## config.mk

```make
export PLATFORM = sky130hd
export DESIGN_NAME = pwm_ramp_ctrl_flat
export DESIGN_NICKNAME = d
export VERILOG_FILES = /design/src/rtl/pwm_ramp_ctrl_if.sv /design/src/rtl/pwm_ramp_ctrl.sv /design/src/flat_wrapper.sv
export SDC_FILE = /design/constraint.sdc
export NUM_CORES = 1
export LEC_CHECK = 0
export BUFFER_PORTS_ARGS = -buffer_cell sky130_fd_sc_hd__buf_2
export CAP_MARGIN = 25
export CORE_ASPECT_RATIO = 2
export CORE_MARGIN = 3
export CORE_UTILIZATION = 55
export CTS_CLUSTER_DIAMETER = 60
export DETAILED_ROUTE_END_ITERATION = 16
export HOLD_SLACK_MARGIN = 0.1
export PLACE_DENSITY = 0.87
export SLEW_MARGIN = 10
export SYNTH_ARGS = -nofsm -noshare
export SYNTH_HDL_FRONTEND = slang
export SYNTH_SLANG_ARGS = --single-unit
```

## constraint.sdc

```tcl
create_clock -name i_clk -period 5.5 [get_ports i_clk]
set_clock_uncertainty 0.15 [all_clocks]
set_input_delay 0.825 -clock i_clk [delete_from_list [all_inputs] [get_ports i_clk]]
set_output_delay 0.825 -clock i_clk [all_outputs]
set_load 0.03 [all_outputs]
```

## src/rtl/pwm_ramp_ctrl_if.sv

```systemverilog
// rtl/pwm_ramp_ctrl_if.sv - target command channel for the PWM duty ramp controller
interface pwm_ramp_ctrl_if #(
  parameter int DW = 8
);
  logic          tgt_valid;
  logic          tgt_ready;
  logic [DW-1:0] tgt_duty;
  logic [DW-1:0] step_size;
  logic [DW-1:0] step_periods;

  modport master (
    output tgt_valid,
    output tgt_duty,
    output step_size,
    output step_periods,
    input  tgt_ready
  );

  modport slave (
    input  tgt_valid,
    input  tgt_duty,
    input  step_size,
    input  step_periods,
    output tgt_ready
  );
endinterface

```

## src/rtl/pwm_ramp_ctrl.sv

```systemverilog
// rtl/pwm_ramp_ctrl.sv - frame-aligned soft-start duty sequencer with emergency stop
module pwm_ramp_ctrl #(
  parameter int DW = 8
) (
  input  logic           i_clk,
  input  logic           i_rst_n,
  pwm_ramp_ctrl_if.slave cmd,
  input  logic           i_estop,
  output logic [DW-1:0]  o_duty,
  output logic           o_frame_start,
  output logic           o_busy,
  output logic           o_at_target
);

  localparam logic [1:0] ST_IDLE = 2'd0;
  localparam logic [1:0] ST_RAMP = 2'd1;
  localparam logic [1:0] ST_HOLD = 2'd2;
  localparam logic [1:0] ST_STOP = 2'd3;

  localparam logic [DW-1:0] ONE = {{(DW-1){1'b0}}, 1'b1};

  logic [1:0]    r_state;
  logic [DW-1:0] r_frame_cnt;
  logic [DW-1:0] r_duty;
  logic [DW-1:0] r_tgt;
  logic [DW-1:0] r_step;
  logic [DW-1:0] r_per;
  logic [DW-1:0] r_per_cnt;

  logic          w_wrap;
  logic          w_ready;
  logic          w_accept;
  logic [DW:0]   w_sum;
  logic [DW:0]   w_diff;
  logic [DW-1:0] w_next;

  assign w_wrap   = (r_frame_cnt == {DW{1'b1}});
  // estop masks ready, so a command arriving with estop is never accepted
  assign w_ready  = ((r_state == ST_IDLE) || (r_state == ST_HOLD)) && !i_estop;
  assign w_accept = cmd.tgt_valid && w_ready;

  assign w_sum  = {1'b0, r_duty} + {1'b0, r_step};
  assign w_diff = {1'b0, r_duty} - {1'b0, r_step};

  // One step toward the target, clamped so it never overshoots or wraps
  always_comb begin
    w_next = r_tgt;
    if (r_tgt > r_duty) begin
      if (w_sum < {1'b0, r_tgt}) begin
        w_next = w_sum[DW-1:0];
      end
    end else begin
      if (!w_diff[DW] && (w_diff > {1'b0, r_tgt})) begin
        w_next = w_diff[DW-1:0];
      end
    end
  end

  always_ff @(posedge i_clk or negedge i_rst_n) begin
    if (!i_rst_n) begin
      r_state     <= ST_IDLE;
      r_frame_cnt <= '0;
      r_duty      <= '0;
      r_tgt       <= '0;
      r_step      <= ONE;
      r_per       <= '0;
      r_per_cnt   <= '0;
    end else begin
      r_frame_cnt <= r_frame_cnt + ONE;
      if (i_estop) begin
        r_state   <= ST_STOP;
        r_duty    <= '0;
        r_per_cnt <= '0;
      end else begin
        case (r_state)
          ST_IDLE, ST_HOLD: begin
            if (w_accept) begin
              r_tgt     <= cmd.tgt_duty;
              r_step    <= (cmd.step_size == '0) ? ONE : cmd.step_size;
              r_per     <= cmd.step_periods;
              r_per_cnt <= '0;
              r_state   <= (cmd.tgt_duty == r_duty) ? ST_HOLD : ST_RAMP;
            end
          end
          ST_RAMP: begin
            // Duty moves only on the last clock of a frame so the PWM sees it whole
            if (w_wrap) begin
              if (r_per_cnt == r_per) begin
                r_duty    <= w_next;
                r_per_cnt <= '0;
                if (w_next == r_tgt) begin
                  r_state <= ST_HOLD;
                end
              end else begin
                r_per_cnt <= r_per_cnt + ONE;
              end
            end
          end
          ST_STOP: begin
            if (w_wrap) begin
              r_state <= ST_IDLE;
            end
          end
          default: r_state <= ST_IDLE;
        endcase
      end
    end
  end

  assign cmd.tgt_ready = w_ready;
  assign o_duty        = r_duty;
  assign o_frame_start = (r_frame_cnt == '0);
  assign o_busy        = (r_state == ST_RAMP);
  assign o_at_target   = (r_state == ST_HOLD) && (r_duty == r_tgt);

endmodule
```

## src/flat_wrapper.sv

```systemverilog
// flat-port wrapper written by rule: the top's interface ports become plain ports
module pwm_ramp_ctrl_flat 
#(
  parameter int DW = 8
)
  (i_clk, i_rst_n, i_estop, o_duty, o_frame_start, o_busy, o_at_target, cmd_tgt_valid, cmd_tgt_duty, cmd_step_size, cmd_step_periods, cmd_tgt_ready);
  pwm_ramp_ctrl_if #(.DW(DW)) cmd_i ();
  input  logic i_clk;
  input  logic i_rst_n;
  input  logic i_estop;
  output logic [DW-1:0] o_duty;
  output logic o_frame_start;
  output logic o_busy;
  output logic o_at_target;
  input wire logic [$bits(cmd_i.tgt_valid)-1:0] cmd_tgt_valid;
  input wire logic [$bits(cmd_i.tgt_duty)-1:0] cmd_tgt_duty;
  input wire logic [$bits(cmd_i.step_size)-1:0] cmd_step_size;
  input wire logic [$bits(cmd_i.step_periods)-1:0] cmd_step_periods;
  output wire logic [$bits(cmd_i.tgt_ready)-1:0] cmd_tgt_ready;
  assign cmd_i.tgt_valid = cmd_tgt_valid;
  assign cmd_i.tgt_duty = cmd_tgt_duty;
  assign cmd_i.step_size = cmd_step_size;
  assign cmd_i.step_periods = cmd_step_periods;
  assign cmd_tgt_ready = cmd_i.tgt_ready;
  pwm_ramp_ctrl #(.DW(DW)) u_core (.i_clk(i_clk), .i_rst_n(i_rst_n), .cmd(cmd_i), .i_estop(i_estop), .o_duty(o_duty), .o_frame_start(o_frame_start), .o_busy(o_busy), .o_at_target(o_at_target));
endmodule
```

### Word-level counts from Yosys, hierarchy flattened

Cells that the tools add are included.
W data, S select, Z words.

* $add $sub $neg: 4
* magnitude comparators: 3
* equality and inequality tests: 13
* muxes and demuxes: 21
* bitwise gates (word level): 1
* reductions and logical operators: 19

Operator list (number)
* $mux W8: 12
* $eq A8 B8 Y1: 4
* $add A8 B1 Y8 const B: 2
* $logic_not A8 Y1: 2
* $pmux W8 S2: 1
* $ne A3 B2 Y1 const B: 5
* $mux W2: 7
* $add A8 B8 Y9: 1
* $gt A9 B8 Y1: 1
* $lt A9 B8 Y1: 1
* $reduce_and A3 Y1: 3
* $sub A8 B8 Y9: 1
* $eq A8 B8 Y1 const B: 1
* $gt A8 B8 Y1: 1
* $pmux W2 S3: 1
* $reduce_bool A2 Y1: 3
* $reduce_and A5 Y1: 1
* $eq A2 B2 Y1 const B: 2
* $logic_and A1 B1 Y1: 4
* $reduce_bool A3 Y1: 1
* $eq A2 B1 Y1 const B: 1
* $logic_not A1 Y1: 2
* $logic_not A2 Y1: 1
* $reduce_or A2 Y1: 1
* other kinds (2): 2

* register bits: 50
* input port bits: 28
* output and inout bits: 12
* logic and storage cells: 68

### Longest topological paths before layout

* word-level depth: 11
* depth in mapped cells: 17
* mapped depth without buffers: 16

### Least setup slack after synthesis

OpenSTA, ideal clock, no wires.

* path kind: register to register
* start: register u_core.r_duty[0], in the netlist u_core.o_duty[0]
* end: register u_core.r_state[0]
* setup time: 65 ps
* data arrival time: 3864 ps
* slack: 1421 ps
* stages on the path, launching flop included: 16
* buffers on the path: 0
* path through: dfrtp_1 -> ha_1 -> fa_1 -> nor2b_1 -> o311a_1 -> o21bai_1 -> nand2_1 -> xnor2_1 -> ha_1 -> a21o_1 -> a221o_1 -> a211oi_2 -> nand3_1 -> a41oi_1 -> a211o_1 -> o221a_2

* cells in the longest elaborated chain, start to end: 8

RTL lines
* start: declaration: line pwm_ramp_ctrl.sv:24 `logic [DW-1:0] r_duty;`
* start signal: assignment: line pwm_ramp_ctrl.sv:89 `r_duty <= w_next;`
* $sub A8 B8 Y9: line pwm_ramp_ctrl.sv:43 `assign w_diff = {1'b0, r_duty} - {1'b0, r_step};`
* $gt A9 B8 Y1 / $logic_not A1 Y1 (equally long branches): line pwm_ramp_ctrl.sv:53 `if (!w_diff[DW] && (w_diff > {1'b0, r_tgt})) begin`
* $logic_and A1 B1 Y1: line pwm_ramp_ctrl.sv:53
* $mux W8: line pwm_ramp_ctrl.sv:53
* $mux W8: line pwm_ramp_ctrl.sv:48 `if (r_tgt > r_duty) begin`
* $eq A8 B8 Y1: line pwm_ramp_ctrl.sv:91 `if (w_next == r_tgt) begin`
* $ne A3 B2 Y1 (no source line)
* $reduce_and A5 Y1 (no source line)
* end signal: assignment: line pwm_ramp_ctrl.sv:82 `r_state <= (cmd.tgt_duty == r_duty) ? ST_HOLD : ST_RAMP;`
* end: declaration: line pwm_ramp_ctrl.sv:22 `logic [1:0] r_state;`

Parallel ways exist; a longest one is shown, timed or not. The select of a mux whose other input is x is not followed.
A chain may end at the register's enable or synchronous reset.

### Worst setup path in the final report

* start: register u_core.r_duty[0], in the netlist u_core.o_duty[0]
* end: register u_core.r_state[1]

Same word-level chain as after synthesis.

==> impl_metrics.ini <==
[outcome]
status = finished clean

[die]
dieArea_sq_mm = 0.00868
start_util = 0.571
fp.dieW_microns = 67.4
rows = 44
io_pins = 40
core_area_sq_mm = 0.00727
fp.dieH_microns = 129

[synth]
ys_ff_latch = 50
ys_warn_count = 0
ys_types = 72
postSynthAreaPerCell_sq_um = 8.92
ys.flop_type = dfrtp_1
ys_async_sr_fraction = 1.00
synth-edff-count = 0
syn_inst = 465
synth-seq-area-share = 0.302
synth.cell_area_sq_mm = 0.00415
synthesis.nets = 537

[critical_path]
crit_arrival_ns = 4.67
cp_max_fo = 9
start_kind = flop
worst_ep_required_time_ns = 5.53
cp_slowest_cell = dfrtp_1
slowest_delay_ns = 0.48
cp-end-kind = flop
crit_type = reg -> reg
crit_chain = inv_1 -> ha_1 -> fa_1 -> nand2b_1 -> a211oi_4 -> o21a_1 -> nor2_1 -> xnor2_1 -> ha_1 -> a22oi_1 -> o211ai_1 -> o221ai_1 -> a211o_1 -> a41oi_1 -> a211o_1 -> o41ai_2

[clock_tree]
cts_buffers = 5
cts_resized = 0
cts_root_buffer = clkbuf_16
hold_buffers = 0
cts_tree = built
clk_pin_slew_ns = 0.07
clock-sinks = 50
cts.htree.levels = 2
clock_path_buffers = 2
post_cts_buffers = 0
insertion_delay_ns = 0.29

[route]
vias_per_cell = 6.34
vias = 3758
postRouteAntennaNets = 0
firstDrtPassIters = 5
wire_per_inst_microns = 20.3
drc_errors = 0
wl_mm = 12.0
drtIter0Drc = 254

[global_route]
grt_pass1_vias = 3866
grt_pass1_wl_mm = 19.4
antenna_found_initial = 0
grt-ovfl-total = 0
grt_start_max_net_pins = 33
track_usage = 0.303

[timing]
max_clock_freq_ghz = 0.216
slew_headroom = 0.243
setup_viol = 0
rsz0062_at_grt = false
worstMarginPinSlew_ns = 1.13
tns_ns = 0
finalCritPeriodShare = 0.843
min_period_ns = 4.64
hold_violations = 0
report.final.slew_viol_count = 0

[final_layout]
num-nets-final = 572
layout-drive-gt1-share = 0.164
final_util = 0.633
num_antenna_cells = 0
layout.area.seq_sq_mm = 0.00125
multi_input_area_sq_mm = 0.00269
area_growth_pct = 11.0
fill_cells = 627

[placement]
dp_hpwl_mm = 9.41
routabilityCongestion = 0.979
port_buffers = 39

[worst_hold_path]
min_path_type = in -> async

[job]
maxCapViolCount = 0
==> synthesized netlist by cell type, types with 6 or more instances <==
cell type | n | share of area
dfrtp_1 | 49 | 0.30
ha_1 | 42 | 0.13
xnor2_1 | 39 | 0.082
nand2_1 | 37 | 0.033
nor2_1 | 35 | 0.032
inv_1 | 34 | 0.031
o21ai_0 | 31 | 0.037
a21oi_1 | 21 | 0.025
nand3_1 | 11 | 0.013
nand4_1 | 9 | 0.014
nor3_1 | 9 | 0.011
mux2_2 | 8 | 0.022
o22ai_1 | 8 | 0.012
buf_2 | 6 | 0.0072
clkbuf_1 | 6 | 0.0054
nand2b_1 | 6 | 0.0091
o41ai_1 | 6 | 0.013
==> path summary, 6_finish.rpt <==
path | start | to | slack [ns] | depth (start not counted)
min reg2reg | u_core.r_frame_cnt[0] | u_core.r_frame_cnt[0] | 0.35 | 1
min | i_rst_n | u_core.r_per_cnt[4] | 0.33 | 1
max | u_core.o_duty[0] | u_core.r_state[1] | 0.86 | 16
max in group asynchronous | i_rst_n | u_core.r_step[0] | 4.26 | 2
min in group i_clk | u_core.r_frame_cnt[0] | u_core.r_frame_cnt[0] | 0.35 | 1
max reg2reg | u_core.o_duty[0] | u_core.r_state[1] | 0.86 | 16
==> cells by family (layout without fill, tap and decap cells) <==
logic type               Yosys count  in the layout  synth area share
AND/OR/NAND/NOR                  142            142             0.170
AO/OA/AOI/OAI                    123            123             0.218
flip-flops                        50             50             0.302
buffers and inverters             50             86            0.0498
adder cells (fa/ha/maj)           44             44             0.136
XOR/XNOR                          44             44            0.0929
multiplexers                      12             12            0.0314
==> critical path: cells and delay by family, from the launching register on <==
kind	cells	cell delay (ns)
adder cells (fa/ha/maj)	3	0.98
flip-flops	1	0.48
XOR/XNOR	1	0.23
AND/OR/NAND/NOR	2	0.26
buffers and inverters	1	0.07
AO/OA/AOI/OAI	9	2.36
==> per-layer routing <==
metal / wire length [microns] / GRT usage / vias up
li1: - / - / 1753
met1: 4020 / 0.294 / 1796
met2: 6520 / 0.539 / 152
met3: 548 / 0.0541 / 57
met4: 935 / 0.231 / 0
met5: 0 / 0 / -
==> sequential cells by signal (all words and copies together), names as in the netlist <==
| signal | flops |
|---|---|
| u_core.o_duty | 8 |
| u_core.r_frame_cnt | 8 |
| u_core.r_per | 8 |
| u_core.r_per_cnt | 8 |
| u_core.r_step | 8 |
| u_core.r_tgt | 8 |
| u_core.r_state | 2 |
==> layout by cell type (no fill, tap or decap), types with 6 or more instances in the layout <==
cell / netlist / routed
nand4_1: 9 / 9
buf_2: 6 / 39
inv_1: 34 / 34
a21oi_1: 21 / 21
nand3_1: 11 / 11
nor2_1: 35 / 35
xnor2_1: 39 / 39
o41ai_1: 6 / 6
o21ai_0: 31 / 31
ha_1: 42 / 42
o22ai_1: 8 / 8
mux2_2: 8 / 8
nand2b_1: 6 / 6
nor3_1: 9 / 9
dfrtp_1: 49 / 49
nand2_1: 37 / 37
==> cell type report <==
type / instances / share of cell area
Tap cell: 92 / 0.0250
Sequential cell: 50 / 0.272
Inverter: 34 / 0.0277
Timing Repair Buffer: 44 / 0.0533
Clock buffer: 7 / 0.0310
Multi-Input combinational cell: 365 / 0.584
Clock inverter: 1 / 0.00653
==> metrics by stage <==
step,cells,setup WS [ns],instance area (sq um),hold WS [ns]
final,593,0.862,4600,0.334
after detailed placement,585,0.963,4430,0.338
after global placement,584,1.13,4410,0.323
after CTS,593,0.911,4600,0.346
after floorplan,465,1.42,4150,0.307
after global routing,593,0.678,4600,0.359
Power is left out: the tool's default activity adds up to more than one toggle a clock period on the data nets, which glitch-free logic cannot reach.
